--- src/rtl/shift_acc_ctrl.sv ---
// Shift-and-add signed multiplier controller: multiplies a latched activation
// by an 8-bit two's-complement weight, one set weight bit per RUN cycle.

module shift_acc_shifter #(
  parameter int IN_WIDTH  = 12,
  parameter int OUT_WIDTH = 19
) (
  input  logic signed [IN_WIDTH-1:0]  din,
  input  logic        [2:0]           shamt,
  output logic signed [OUT_WIDTH-1:0] dout
);

  logic signed [OUT_WIDTH-1:0] din_ext;

  always_comb begin
    din_ext = {{(OUT_WIDTH-IN_WIDTH){din[IN_WIDTH-1]}}, din};
    dout    = din_ext << shamt;
  end

endmodule

module shift_acc_ctrl #(
  parameter int IN_WIDTH  = 12,
  parameter int OUT_WIDTH = 19,
  parameter int ACC_WIDTH = 20
) (
  input  logic                        clk,
  input  logic                        rst_n,
  input  logic                        in_valid,
  output logic                        in_ready,
  input  logic signed [IN_WIDTH-1:0]  act,
  input  logic        [7:0]           wgt,
  output logic                        out_valid,
  input  logic                        out_ready,
  output logic signed [ACC_WIDTH-1:0] result,
  output logic        [2:0]           shift_sel,
  output logic                        busy
);

  typedef enum logic [1:0] {
    IDLE = 2'd0,
    RUN  = 2'd1,
    DONE = 2'd2
  } state_t;

  state_t                      state_q, state_d;
  logic signed [IN_WIDTH-1:0]  act_q,   act_d;
  logic        [7:0]           mask_q,  mask_d;
  logic signed [ACC_WIDTH-1:0] acc_q,   acc_d;

  logic        [2:0]           low_bit;
  logic                        low_found;
  logic signed [OUT_WIDTH-1:0] shift_out;
  logic signed [ACC_WIDTH-1:0] shift_ext;

  // Lowest pending bit; kept apart from the datapath block so the shifter
  // input never depends on the accumulator update.
  always_comb begin
    low_bit   = 3'd0;
    low_found = 1'b0;
    for (int i = 0; i < 8; i++) begin
      if (!low_found && mask_q[i]) begin
        low_bit   = 3'(i);
        low_found = 1'b1;
      end
    end
    shift_sel = (state_q == RUN) ? low_bit : 3'd0;
  end

  shift_acc_shifter #(
    .IN_WIDTH (IN_WIDTH),
    .OUT_WIDTH(OUT_WIDTH)
  ) u_shifter (
    .din  (act_q),
    .shamt(shift_sel),
    .dout (shift_out)
  );

  assign shift_ext = {{(ACC_WIDTH-OUT_WIDTH){shift_out[OUT_WIDTH-1]}}, shift_out};

  // NOTE: every signal written here gets a default first, so no path through
  // the case statement can leave one unassigned and infer a latch.
  always_comb begin
    state_d = state_q;
    act_d   = act_q;
    mask_d  = mask_q;
    acc_d   = acc_q;

    unique case (state_q)
      IDLE: begin
        if (in_valid) begin
          act_d   = act;
          mask_d  = wgt;
          acc_d   = '0;
          state_d = (wgt != 8'd0) ? RUN : DONE;
        end
      end
      RUN: begin
        mask_d = mask_q & (mask_q - 8'd1);
        // Bit 7 of a two's-complement weight carries -128.
        if (shift_sel == 3'd7) acc_d = acc_q - shift_ext;
        else                   acc_d = acc_q + shift_ext;
        if (mask_d == 8'd0) state_d = DONE;
      end
      DONE: begin
        if (out_ready) state_d = IDLE;
      end
      default: state_d = IDLE;
    endcase
  end

  // NOTE: state registers use non-blocking assignments so every flop samples
  // the pre-edge values of the others, independent of statement order.
  always_ff @(posedge clk or negedge rst_n) begin
    if (!rst_n) begin
      state_q <= IDLE;
      act_q   <= '0;
      mask_q  <= '0;
      acc_q   <= '0;
    end else begin
      state_q <= state_d;
      act_q   <= act_d;
      mask_q  <= mask_d;
      acc_q   <= acc_d;
    end
  end

  assign in_ready  = (state_q == IDLE);
  assign out_valid = (state_q == DONE);
  assign busy      = (state_q == RUN);
  assign result    = acc_q;

endmodule

--- config.mk ---
export PLATFORM = sky130hd
export DESIGN_NAME = shift_acc_ctrl
export DESIGN_NICKNAME = d
export VERILOG_FILES = /design/src/rtl/shift_acc_ctrl.sv
export SDC_FILE = /design/constraint.sdc
export NUM_CORES = 1
export LEC_CHECK = 0
export CAP_MARGIN = 20
export CORE_UTILIZATION = 45
export DETAILED_ROUTE_END_ITERATION = 10
export MAX_ROUTING_LAYER = met4
export PLACE_DENSITY = 0.67
export RECOVER_POWER = 25
export SETUP_SLACK_MARGIN = 0.5
export SLEW_MARGIN = 10
export SYNTH_ARGS = -nofsm -noshare
export SYNTH_HDL_FRONTEND = slang
export SYNTH_SLANG_ARGS = --single-unit
--- constraint.sdc ---
create_clock -name clk -period 11.8 [get_ports clk]
set_input_delay 2.95 -clock clk [delete_from_list [all_inputs] [get_ports clk]]
set_output_delay 2.95 -clock clk [all_outputs]
set_load 0.03 [all_outputs]
# After elaboration in Yosys (flattened, before gate mapping)
# Index checks and enable logic that the tools add are counted.
[word_totals] reg_bits=42 output_inout_bits=26 word_cells=61
[op_classes] add_sub_neg=3 eq_ne=6 shifts=1 mux=25 n_bitwise=1 reduce_logical=21
[op_table] cell="$mux W20" n=2
[op_table] cell="$pmux W20 S2" n=1
[op_table] cell="$add A20 B19 Y20" n=1
[op_table] cell="$sub A20 B19 Y20" n=1
[op_table] cell="$shl A19 B3 Y19" n=1
[op_table] cell="$mux W3" n=6
[op_table] cell="$pmux W8 S2" n=1
[op_table] cell="$mux W2" n=5
[op_table] cell="$and A8 B8 Y8" n=1
[op_table] cell="$logic_not A8 Y1" n=1
[op_table] cell="$mux W1" n=8
[op_table] cell="$mux W8" n=1
[op_table] cell="$reduce_bool A8 Y1" n=1
[op_table] cell="$sub A8 B1 Y8 const B" n=1
[op_table] cell="$logic_and A1 B1 Y1" n=7
[op_table] cell="$logic_not A1 Y1" n=7
[op_table] cell="$pmux W2 S3" n=1
[op_table] cell="$ne A2 B1 Y1 const B" n=2
[op_table] cell="$reduce_and A2 Y1" n=2
[op_table] cell="$eq A3 B3 Y1 const B" n=1
[op_table] cell="$reduce_and A3 Y1" n=1
[op_table] cell="$eq A2 B1 Y1 const B" n=1
[op_table] cell="$eq A2 B2 Y1 const B" n=1
[op_table] cell="$logic_not A2 Y1" n=1
[op_table] cell="2 further kinds" n=2

# Logic depth before layout (Yosys ltp)
# Gate-level depths: netlist (run 1).
[logic_depth] ltp_word=27 depth_mapped=26 mapped_depth_nobuf=24

# Hierarchy
# From an unflattened synthesis (run 1), not the netlist that was laid out.
[unflattened] cells_unflattened=450 hier_area_um2=3828.7
[by_module_without_submodules] module="shift_acc_ctrl" n_inst=1 cells_each=379 area_each_um2=3241.9
[by_module_without_submodules] module="shift_acc_shifter" n_inst=1 cells_each=71 area_each_um2=586.8

# Worst setup path after synthesis (run 1)
# Ideal clock, no wire load.
[synth_path] path_type="reg-to-reg" startpoint="register mask_q[1]" endpoint="register acc_q[19] (netlist: result[19])" setup_ns=0.124 arrival_ns=4.588 setup_slack_ns=7.089 stages_incl_launch_ff=25 path_cell_list="dfrtp_1 > buf_6 > nor4_4 > and4_1 > buf_4 > o21ai_4 > inv_4 > mux4_2 > nor2_1 > a22oi_2 > nor2_1 > and4_1 > nor2_1 > xor2_1 > ha_1 > or2_2 > a21oi_1 > a311oi_1 > o21a_1 > o21ai_0 > a21oi_1 > a31oi_1 > xnor2_1 > nor3_1 > o21bai_1"
[synth_via] elab_chain_cells=25 elab_cells_between_ends=33
[synth_rtl] item="start: declaration" line="48" rtl="logic [7:0] mask_q, mask_d;"
[synth_rtl] item="start signal: assignment" line="123" rtl="mask_q <= mask_d;"
[synth_rtl] item="$logic_and A1 B1 Y1 (*)" line="62" rtl="if (!low_found && mask_q[i]) begin"
[synth_rtl] item="$mux W1" line="62"
[synth_rtl] item="$logic_not A1 Y1" line="62"
[synth_rtl] item="$logic_and A1 B1 Y1" line="62"
[synth_rtl] item="$mux W1" line="62"
[synth_rtl] item="$logic_not A1 Y1" line="62"
[synth_rtl] item="$logic_and A1 B1 Y1" line="62"
[synth_rtl] item="$mux W1" line="62"
[synth_rtl] item="(+9 left out)"
[synth_rtl] item="$logic_not A1 Y1" line="62"
[synth_rtl] item="$logic_and A1 B1 Y1" line="62"
[synth_rtl] item="$mux W3 (*)" line="62"
[synth_rtl] item="$mux W3 (*)" line="67" rtl="shift_sel = (state_q == RUN) ? low_bit : 3'd0;"
[synth_rtl] item="$shl A19 B3 Y19" line="17" rtl="dout = din_ext << shamt;"
[synth_rtl] item="$add A20 B19 Y20 or $sub A20 B19 Y20 (tied branches)" line="102, 101"
[synth_rtl] item="$mux W20 (*)" line="101" rtl="if (shift_sel == 3'd7) acc_d = acc_q - shift_ext;"
[synth_rtl] item="$pmux W20 S2 (*)" line="89" rtl="unique case (state_q)"
[synth_rtl] item="end signal: assignment" line="119" rtl="acc_q <= '0;"
[synth_rtl] item="end signal: assignment" line="124" rtl="acc_q <= acc_d;"
[synth_rtl] item="end: declaration" line="49" rtl="logic signed [ACC_WIDTH-1:0] acc_q, acc_d;"
# Mark *: on every way between the ends. The rest lies on a longest branch, timed or not.
# A chain may end at the register's enable or synchronous reset.

# Final worst setup path (run 1)
[layout_path] startpoint="register state_q[1]" endpoint="output shift_sel[2]"
[layout_via] elab_chain_cells=2
[layout_rtl] item="start: declaration" line="46" rtl="state_t state_q, state_d;"
[layout_rtl] item="start signal: assignment" line="121" rtl="state_q <= state_d;"
[layout_rtl] item="$eq A2 B1 Y1" line="67"
[layout_rtl] item="$mux W3" line="67"
[layout_rtl] item="end: declaration" line="36" rtl="output logic [2:0] shift_sel,"
# No other way between the ends.

==> out/metrics.csv, run 1 <==
stage,metric,value,unit
setup_path,CP Max Fanout,33,
timing,period utilisation layout,0.541,
floorplan,Initial Util,0.468,
clock_tree,clk buf depth,2,
timing,# setup viols final,0,
global_route,initial antenna violation count,0,
job,MaxCap Viol Count,1,
place,GPL Wtd Cong,0.883,
setup_path,end point of the critical path,shift_sel[2],
clock_tree,"Clk pin slew, worst setup/hold paths",0.08,ns
drt,DRC,0,
timing,Pins Over Slew Limit,43,
final_layout,FILL cells,801,
global_route,first-pass GRT wire length,16400,microns
global_route,vias in the first global route,3421,
min_path,hold crit path type,reg2reg,
setup_path,worst r2r src,state_q[1],
setup_path,Worst Path Required,8.85,ns
timing,slew at the pin closest to its max-slew limit,2.25,ns
place,I/O Buffers,49,
drt,post-route ant nets,0,
timing,Slew HR,-0.503,
final_layout,share of cells above drive strength 1,0.0723,
floorplan,Die Y,94.7,microns
setup_path,CP Capture Type,output pin,
clock_tree,"Setup Fix Bufs, Post-CTS",0,
status,outcome,finished with violations,
yosys,"Async S/R FF share, synth",1.00,
setup_path,"Arr. time, crit path",3.44,ns
final_layout,Util after Layout,0.542,
clock_tree,hold bufs inserted after CTS,0,
setup_path,"Max stage delay cell, worst path",clkdlybuf4s50_1,
clock_tree,CTS root buffer,clkbuf_8,
clock_tree,CTS tree,done,
timing,fin crit period,6.39,ns
setup_path,R2R setup slack,5.71,ns
global_route,GRT Util Overall,0.239,
drt,DR vias/cell,5.87,
floorplan,Rows,33,
yosys,"Warnings, synthesis",0,
final_layout,Reg area,1050,sq um
drt,DRT Pass-1 Iters,4,
final_layout,Syn-to-layout area delta,15.9,%
final_layout,area of the multi-input gates,2620,sq um
timing,fmax,0.157,GHz
clock_tree,Clock Latency Late Sink,0.30,ns
global_route,largest net degree at the start of global routing,43,
timing,Fin Clk Skew,0.00719,ns
floorplan,# IOs,50,
yosys,syn avg cell area,8.35,sq um
clock_tree,post-CTS sizing,0,
yosys,Mapped Nets,508,
global_route,grt ovf,0,
place,post-DP HPWL,7260,microns
floorplan,core footprint,8260,sq um
setup_path,CP Launch Point,state_q[1],
yosys,Post-Synthesis Cells,463,
setup_path,worst-path cell chain,nand2b_1 -> buf_4 -> a21oi_1 -> nand2_1 -> clkinv_1 -> clkdlybuf4s50_1,
place,placed insts,595,
final_layout,Antenna Cells,0,
yosys,Synth cell types,72,
clock_tree,TritonCTS Buffers,5,
setup_path,CP Class,reg2out,
yosys,synthesized flop and latch total,42,
timing,Setup TNS,0,ns
setup_path,startpoint types,register,
setup_path,FF-to-FF path depth,21,
yosys,cell area after synthesis,3870,sq um
setup_path,crit-path max cell delay,0.78,ns
final_layout,Layout Cells excl Fill,603,
floorplan,die area,8970,sq um
yosys,sequential area share after synthesis,0.272,
drt,routed wire length,9700,microns
final_layout,most frequent cells in the layout,"54 x nand2_1, 48 x clkdlybuf4s50_1, 42 x dfrtp_1",
status,violated checks,"capacitance limit, slew limit",
drt,wire per inst,16.1,microns
drt,via count,3541,
drt,Starting DRT DRC Count,197,
yosys,top_reg_cell synth,dfrtp_1,
clock_tree,CTS HTree Levels,2,
timing,RSZ-0062 raised after global routing,no,
final_layout,layout net count,542,
clock_tree,Sink Count,42,
timing,Final Hold Fails,0,
yosys,Post-synth EDFFs,0,
setup_path,Reg-to-Reg End,result[18],
floorplan,die width,94.7,microns
final_layout,"commonest non-fill, non-tap cell in the layout",nand2_1,
[cells by family after synthesis]
kind of cell | Yosys count | share of synthesized area
compound gates | 158 | 0.283
simple gates | 149 | 0.193
buf+inv | 43 | 0.0502
flops | 42 | 0.272
xor+xnor | 31 | 0.0702
fa+ha+maj | 22 | 0.0725
mux | 18 | 0.0595
[critical path, delay by kind of cell (launching register included)]
| family | cells | cell delay (ns) |
|---|---|---|
| buffers and inverters | 3 | 1.84 |
| and+or+nand+nor | 2 | 0.71 |
| AOI/OAI and AO/OA | 1 | 0.07 |
| DFF | 1 | 0.49 |
[metrics by stage]
stage          hold slack (ns)  setup WS [ns]  cell area [sq um]
2_1_floorplan            0.535           7.09               3870
3_3_place_gp             0.503           5.88               4370
3_5_place_dp             0.511           5.78               4370
4_1_cts                  0.530           5.43               4480
5_1_grt                  0.563           5.07               4480
6_report                 0.521           5.41               4480
[synth_stat cells (all sizes together), types with 6 or more instances]
master  number  area (sq um)
xor2        16           140
nor2        33           126
a31oi        9          56.3
a211oi       6          45.0
o22ai        8          50.1
o21a         6          45.0
o21ai       38           201
buf          8          60.1
nor4         6          67.6
dfrtp       42          1050
nand2b       8          50.1
nor2b       11          76.3
inv         17          66.3
a21oi       41           220
a211o        6          61.3
xnor2       15           131
clkbuf      15          56.3
nand2       55           209
o211ai       7          52.6
ha          20           250
nor3        10          50.1
mux2        10           113
[how the worst min path moves through the flow]
stage | slack, ns | start | cells after the start | end
after floorplan | 0.54 | act_q[7] | 2 | act_q[7]
after detailed placement | 0.51 | result[16] | 2 | result[16]
after CTS | 0.53 | result[16] | 2 | result[16]
after global placement | 0.50 | result[16] | 2 | result[16]
after global routing | 0.56 | result[16] | 2 | result[16]
final | 0.52 | result[16] | 2 | result[16]
[cell type report]
| cell class | count | area share |
|---|---|---|
| Sequential cell | 42 | 0.235 |
| Inverter | 20 | 0.0173 |
| Tap cell | 105 | 0.0293 |
| Multi-Input combinational cell | 378 | 0.585 |
| Clock inverter | 1 | 0.00670 |
| Timing Repair Buffer | 50 | 0.110 |
| Clock buffer | 7 | 0.0170 |
[metal layers]
metal / routed length, microns / global-route usage
met4: 119 / 0.0593
met1: 4440 / 0.302
met5: 0 / -
met2: 4790 / 0.404
met3: 341 / 0.0298
[state kept, by name (all words and copies together), names as in the netlist]
signal and count:
mask_q 8, state_q 2, act_q 12, result 20
Power of run 1 is not shown: default switching activity piles up to over one toggle a cycle in this logic, so the estimate is an artifact.
==> run 2: changes to the inputs <==
- clock period: 11.8 -> 6.45 ns (I/O delays scaled with it)
==> run 2 against run 1 <==
  * The flow still finishes with violations (capacitance limit, slew limit)
  * Final cell count up 0.50%
  * Critical endpoint is now result[19]
  * Clock skew up 0.0064 ns
  * Setup slack worse by 4.4 ns
  * First-iteration DRC count down 19%
==> out/metrics.csv, run 2 (synthesis results as in run 1) <==
stage,metric,value,unit,change
status,outcome,finished with violations,,
status,violated checks,"capacitance limit, slew limit",,
setup_path,"Max stage delay cell, worst path",mux4_2,,
setup_path,worst-path cell chain,nor4_4 -> and4_4 -> o21ai_4 -> inv_4 -> mux4_2 -> nor2_1 -> a22oi_2 -> nor2_1 -> and4_1 -> nor2_1 -> xor2_1 -> ha_1 -> or2_2 -> a21oi_1 -> a311oi_2 -> o21a_1 -> o21ai_0 -> a21oi_1 -> a31oi_1 -> xnor2_1 -> nor3_1 -> o21bai_1,,
final_layout,final instance area,4550,sq um,+1.7%
final_layout,"commonest non-fill, non-tap cell in the layout",nand2_1,,
timing,Final Hold Fails,0,,unchanged
setup_path,Reg-to-Reg End,result[19],,
timing,RSZ-0062 raised after global routing,no,,
final_layout,max FFs per register,20,,unchanged
place,dpl cell area,4400,sq um,+0.51%
setup_path,CP Max Fanout,17,,-48%
drt,Starting DRT DRC Count,160,,-19%
setup_path,CP bufs+invs,1,,-2
final_layout,share of cells above drive strength 1,0.0918,,+0.0195
drt,via count,3568,,+0.76%
setup_path,end point of the critical path,result[19],,
clock_tree,TritonCTS Buffers,5,,unchanged
final_layout,Layout Cells excl Fill,606,,+0.50%
final_layout,Antenna Cells,0,,unchanged
setup_path,CP Launch Point,mask_q[1],,
clock_tree,CTS tree,done,,
setup_path,"delay-heaviest family, CP",simple AND/OR/NAND/NOR gates,,
global_route,grt ovf,0,,unchanged
clock_tree,CTS HTree Levels,2,,unchanged
setup_path,startpoint types,register,,
setup_path,FF-to-FF path depth,22,,+4.8%
clock_tree,"Setup Fix Bufs, Post-CTS",0,,unchanged
final_layout,area of the multi-input gates,2630,sq um,+0.43%
drt,post-route ant nets,0,,unchanged
setup_path,"most used cell, CP",nor2_1,,
timing,period utilisation layout,0.850,,
timing,# setup viols final,0,,unchanged
timing,Fin Clk Skew,0.0135,ns,+0.00636 ns
global_route,largest net degree at the start of global routing,43,,unchanged
floorplan,Die Y,94.7,microns,unchanged
drt,DRT Pass-1 Iters,4,,unchanged
floorplan,die area,8970,sq um,unchanged
timing,Pins Over Slew Limit,43,,unchanged
final_layout,layout net count,546,,+0.74%
place,I/O Buffers,49,,unchanged
clock_tree,post-CTS sizing,0,,unchanged
drt,DR vias/cell,5.89,,+0.26%
setup_path,"Arr. time, crit path",5.68,ns,+2.24 ns
global_route,first-pass GRT wire length,16600,microns,+1.3%
final_layout,most frequent cells in the layout,"54 x nand2_1, 48 x clkdlybuf4s50_1, 42 x dfrtp_1",,
clock_tree,clk buf depth,2,,unchanged
timing,slew at the pin closest to its max-slew limit,2.27,ns,+0.0164 ns
final_layout,Reg area,1050,sq um,unchanged
place,GPL Wtd Cong,0.906,,+2.7%
setup_path,Levels on crit path,22,,+16
setup_path,Worst Path Required,6.65,ns,-2.20 ns
floorplan,die width,94.7,microns,unchanged
drt,wire per inst,16.3,microns,+1.4%
clock_tree,Clock Latency Late Sink,0.31,ns,about the same
timing,fmax,0.182,GHz,
setup_path,crit-path max cell delay,0.59,ns,-0.19 ns
floorplan,# IOs,50,,unchanged
place,placed insts,598,,+0.50%
timing,Setup TNS,0,ns,unchanged
timing,Slew HR,-0.514,,-0.0109
setup_path,CP Class,reg2reg,,
global_route,initial antenna violation count,0,,unchanged
setup_path,worst r2r src,mask_q[1],,
drt,DRC,0,,unchanged
final_layout,Syn-to-layout area delta,17.8,%,
place,post-DP HPWL,7310,microns,+0.68%
job,MaxCap Viol Count,1,,unchanged
clock_tree,"Clk pin slew, worst setup/hold paths",0.09,ns,about the same
clock_tree,CTS root buffer,clkbuf_8,,
global_route,GRT Util Overall,0.243,,+0.00373
clock_tree,Sink Count,42,,unchanged
floorplan,core footprint,8260,sq um,unchanged
min_path,hold crit path type,reg2reg,,
clock_tree,hold bufs inserted after CTS,0,,unchanged
final_layout,FILL cells,796,,-0.62%
drt,routed wire length,9880,microns,+1.9%
floorplan,Rows,33,,unchanged
floorplan,Initial Util,0.468,,unchanged
setup_path,R2R setup slack,0.97,ns,-4.74 ns
global_route,vias in the first global route,3559,,+4.0%
timing,fin crit period,5.48,ns,
setup_path,CP Capture Type,register,,
==> run 2: cell count changes in the layout (fill, tap and decap cells not counted), sizes merged <==
cell      change
clkinv        -2
clkinvlp      +2
buf           +4
clkbuf        -1
==> run 2: cell type report <==
class	instances	area share
clock inverter	1	0.00659
timing repair buffer	54	0.119
inverter	20	0.0187
multi-input combinational	378	0.578
sequential	42	0.231
clock buffer	6	0.0181
tap	105	0.0288
==> run 2: per-layer routing <==
metal	track usage	wire, microns
met5	-	0
met4	0.0619	87
met3	0.0322	434
met2	0.412	4930
met1	0.303	4430
==> run 2: worst min path at each step <==
stage | from | endpoint | slack (ns) | cells past startpoint
after floorplan | act_q[7] | act_q[7] | 0.54 | 2
after global placement | result[16] | result[16] | 0.50 | 2
after detailed placement | result[10] | result[10] | 0.51 | 2
after CTS | result[15] | result[15] | 0.53 | 2
after global routing | result[13] | result[13] | 0.55 | 2
final | result[16] | result[16] | 0.52 | 2
==> run 2: metrics by stage <==
stage                      util  worst slack (ns)  hold WS (ns)
after floorplan               -              1.74         0.535
after global placement    0.532             0.901         0.502
after detailed placement  0.532             0.830         0.514
after CTS                 0.546             0.791         0.535
after global routing      0.552             0.555         0.552
final                     0.552             0.966         0.522
==> run 2: worst reg2reg max path, stage by stage, from the launching register on <==
cell and delay, ns:
dfrtp_1 0.51, nor4_4 0.40, and4_4 0.36, o21ai_4 0.14, inv_4 0.23, mux4_2 0.59, nor2_1 0.20, a22oi_2 0.15
nor2_1 0.18, and4_1 0.23, nor2_1 0.06, xor2_1 0.16, ha_1 0.33, or2_2 0.30, a21oi_1 0.23, a311oi_2 0.09
o21a_1 0.22, o21ai_0 0.24, a21oi_1 0.14, a31oi_1 0.23, xnor2_1 0.16, nor3_1 0.06, o21bai_1 0.15
Power of run 2 is left out for the same reason.
==> run 3: changes to the inputs <==
- CTS_BUF_LIST: not set -> sky130_fd_sc_hd__clkbuf_16
==> run 3 against run 2 <==
  * The run still ends with capacitance limit, slew limit left
  * Utilization up 0.62 points
  * Hold slack worse by 0.0057 ns
  * Clock skew down 0.0049 ns
  * Maximum frequency decreased by 0.23%
  * Sequential cell count unchanged
  * Count of clock-buffer cells in the layout fell by 1
==> out/metrics.csv, run 3 (synthesis results as in run 1) <==
stage,metric,value,unit,change
status,outcome,finished with violations,,
status,violated checks,"capacitance limit, slew limit",,
clock_tree,clk buf depth,2,,unchanged
clock_tree,CTS tree,done,,
place,I/O Buffers,49,,unchanged
clock_tree,Clock Latency Late Sink,0.29,ns,-0.02 ns
clock_tree,Sink Count,42,,unchanged
timing,period utilisation layout,0.852,,+0.00199
timing,Final Hold Fails,0,,unchanged
timing,Fin Clk Skew,0.00862,ns,-0.00493 ns
global_route,first-pass GRT wire length,16600,microns,-0.16%
drt,via count,3595,,+0.76%
timing,Setup TNS,0,ns,unchanged
timing,fin crit period,5.50,ns,+0.0128 ns
setup_path,CP Capture Type,register,,
setup_path,"Arr. time, crit path",5.67,ns,about the same
setup_path,"Max stage delay cell, worst path",mux4_2,,
setup_path,Worst Path Required,6.62,ns,-0.03 ns
global_route,initial antenna violation count,0,,unchanged
clock_tree,TritonCTS Buffers,5,,unchanged
final_layout,share of cells above drive strength 1,0.0918,,unchanged
global_route,GRT Util Overall,0.243,,+0.000701
clock_tree,CTS root buffer,clkbuf_16,,
timing,Slew HR,-0.506,,+0.00855
setup_path,worst-path cell chain,nor4_4 -> and4_4 -> o21ai_4 -> inv_4 -> mux4_2 -> nor2_1 -> a22oi_2 -> nor2_1 -> and4_1 -> nor2_1 -> xor2_1 -> ha_1 -> or2_2 -> a21oi_1 -> a311oi_2 -> o21a_1 -> o21ai_0 -> a21oi_1 -> a31oi_1 -> xnor2_1 -> nor3_1 -> o21bai_1,,
final_layout,most frequent cells in the layout,"54 x nand2_1, 48 x clkdlybuf4s50_1, 42 x dfrtp_1",,
place,pre-CTS WS,0.830,ns,unchanged
place,GPL Wtd Cong,0.906,,unchanged
drt,DR vias/cell,5.93,,+0.76%
drt,Starting DRT DRC Count,179,,+12%
setup_path,CP bufs+invs,1,,unchanged
setup_path,"delay-heaviest family, CP",simple AND/OR/NAND/NOR gates,,
final_layout,Util after Layout,0.558,,+0.00621
timing,RSZ-0062 raised after global routing,no,,
floorplan,die width,94.7,microns,unchanged
clock_tree,"Clk pin slew, worst setup/hold paths",0.06,ns,-0.03 ns
timing,slew at the pin closest to its max-slew limit,2.26,ns,-0.0128 ns
clock_tree,hold bufs inserted after CTS,0,,unchanged
floorplan,core footprint,8260,sq um,unchanged
setup_path,crit-path max cell delay,0.59,ns,about the same
final_layout,layout net count,546,,unchanged
floorplan,# IOs,50,,unchanged
place,post-DP HPWL,7310,microns,unchanged
min_path,hold crit path type,reg2reg,,
floorplan,Initial Util,0.468,,unchanged
drt,wire per inst,16.4,microns,+0.69%
setup_path,CP Class,reg2reg,,
job,MaxCap Viol Count,1,,unchanged
timing,fmax,0.182,GHz,-0.23%
drt,routed wire length,9950,microns,+0.69%
final_layout,"commonest non-fill, non-tap cell in the layout",nand2_1,,
clock_tree,CTS HTree Levels,2,,unchanged
drt,post-route ant nets,0,,unchanged
floorplan,Die Y,94.7,microns,unchanged
final_layout,Antenna Cells,0,,unchanged
global_route,grt ovf,0,,unchanged
drt,DRT Pass-1 Iters,4,,unchanged
setup_path,"most used cell, CP",nor2_1,,
floorplan,Rows,33,,unchanged
final_layout,Syn-to-layout area delta,19.1,%,
setup_path,CP Max Fanout,17,,unchanged
setup_path,startpoint types,register,,
floorplan,die area,8970,sq um,unchanged
global_route,largest net degree at the start of global routing,43,,unchanged
global_route,vias in the first global route,3555,,-0.11%
final_layout,max FFs per register,20,,unchanged
timing,fin worst setup slack,0.953,ns,-0.0128 ns
drt,DRC,0,,unchanged
timing,Pins Over Slew Limit,43,,unchanged
timing,# setup viols final,0,,unchanged
-- run 3: cell count changes in the layout (fill, tap and decap cells not counted) --
cell / delta
clkbuf_16: +5
nor3_2: +1
clkinv_1: +1
nor3_1: -1
clkbuf_8: -6
-- run 3: worst min-delay path: cells and delay by family (launching register included) --
family,cells,cell delay [ns]
AND/OR/NAND/NOR,1,0.05
flip-flops,1,0.36
AO/OA/AOI/OAI,1,0.06
-- run 3: cell type report --
type | count | area, sq um
clock buffers | 5 | 125
well taps | 105 | 131
fillers | 784 | 3650
multi-input cells | 378 | 2640
repair buffers | 54 | 542
flip-flops and latches | 42 | 1050
inverters | 20 | 85.1
clock inverters | 2 | 33.8
-- run 3: path summary, 6_finish.rpt --
kind | start | to | slack (ns) | cells past startpoint
hold reg to reg | result[16] | result[16] | 0.52 | 2
min in group asynchronous | rst_n | mask_q[2] | 1.99 | 1
setup reg to reg | mask_q[1] | result[19] | 0.95 | 22
setup / recovery | mask_q[1] | result[19] | 0.95 | 22
max in group asynchronous | rst_n | result[11] | 3.17 | 1
hold / removal | result[16] | result[16] | 0.52 | 2
-- run 3: repair_timing --
action	4_1_cts	5_1_grt
buffers inserted	0	0
resized for setup	0	7
endpoints found under the setup margin	0	3
-- run 3: layer usage --
layer / up-vias / track usage / wire length (microns) / share of wire
met5: - / - / 0 / 0
met4: 0 / 0.0593 / 114 / 0.011
met3: 11 / 0.0483 / 452 / 0.045
met2: 81 / 0.406 / 4900 / 0.49
met1: 1724 / 0.301 / 4480 / 0.45
li1: 1779 / - / - / -
-- run 3: through the flow --
step	std cells	hold slack [ns]	cell area [sq um]
final	606	0.516	4610
after global routing	606	0.546	4610
after CTS	605	0.529	4560
after detailed placement	598	0.514	4400
after global placement	598	0.502	4400
after floorplan	463	0.535	3870
Power of run 3 is left out for the same reason.
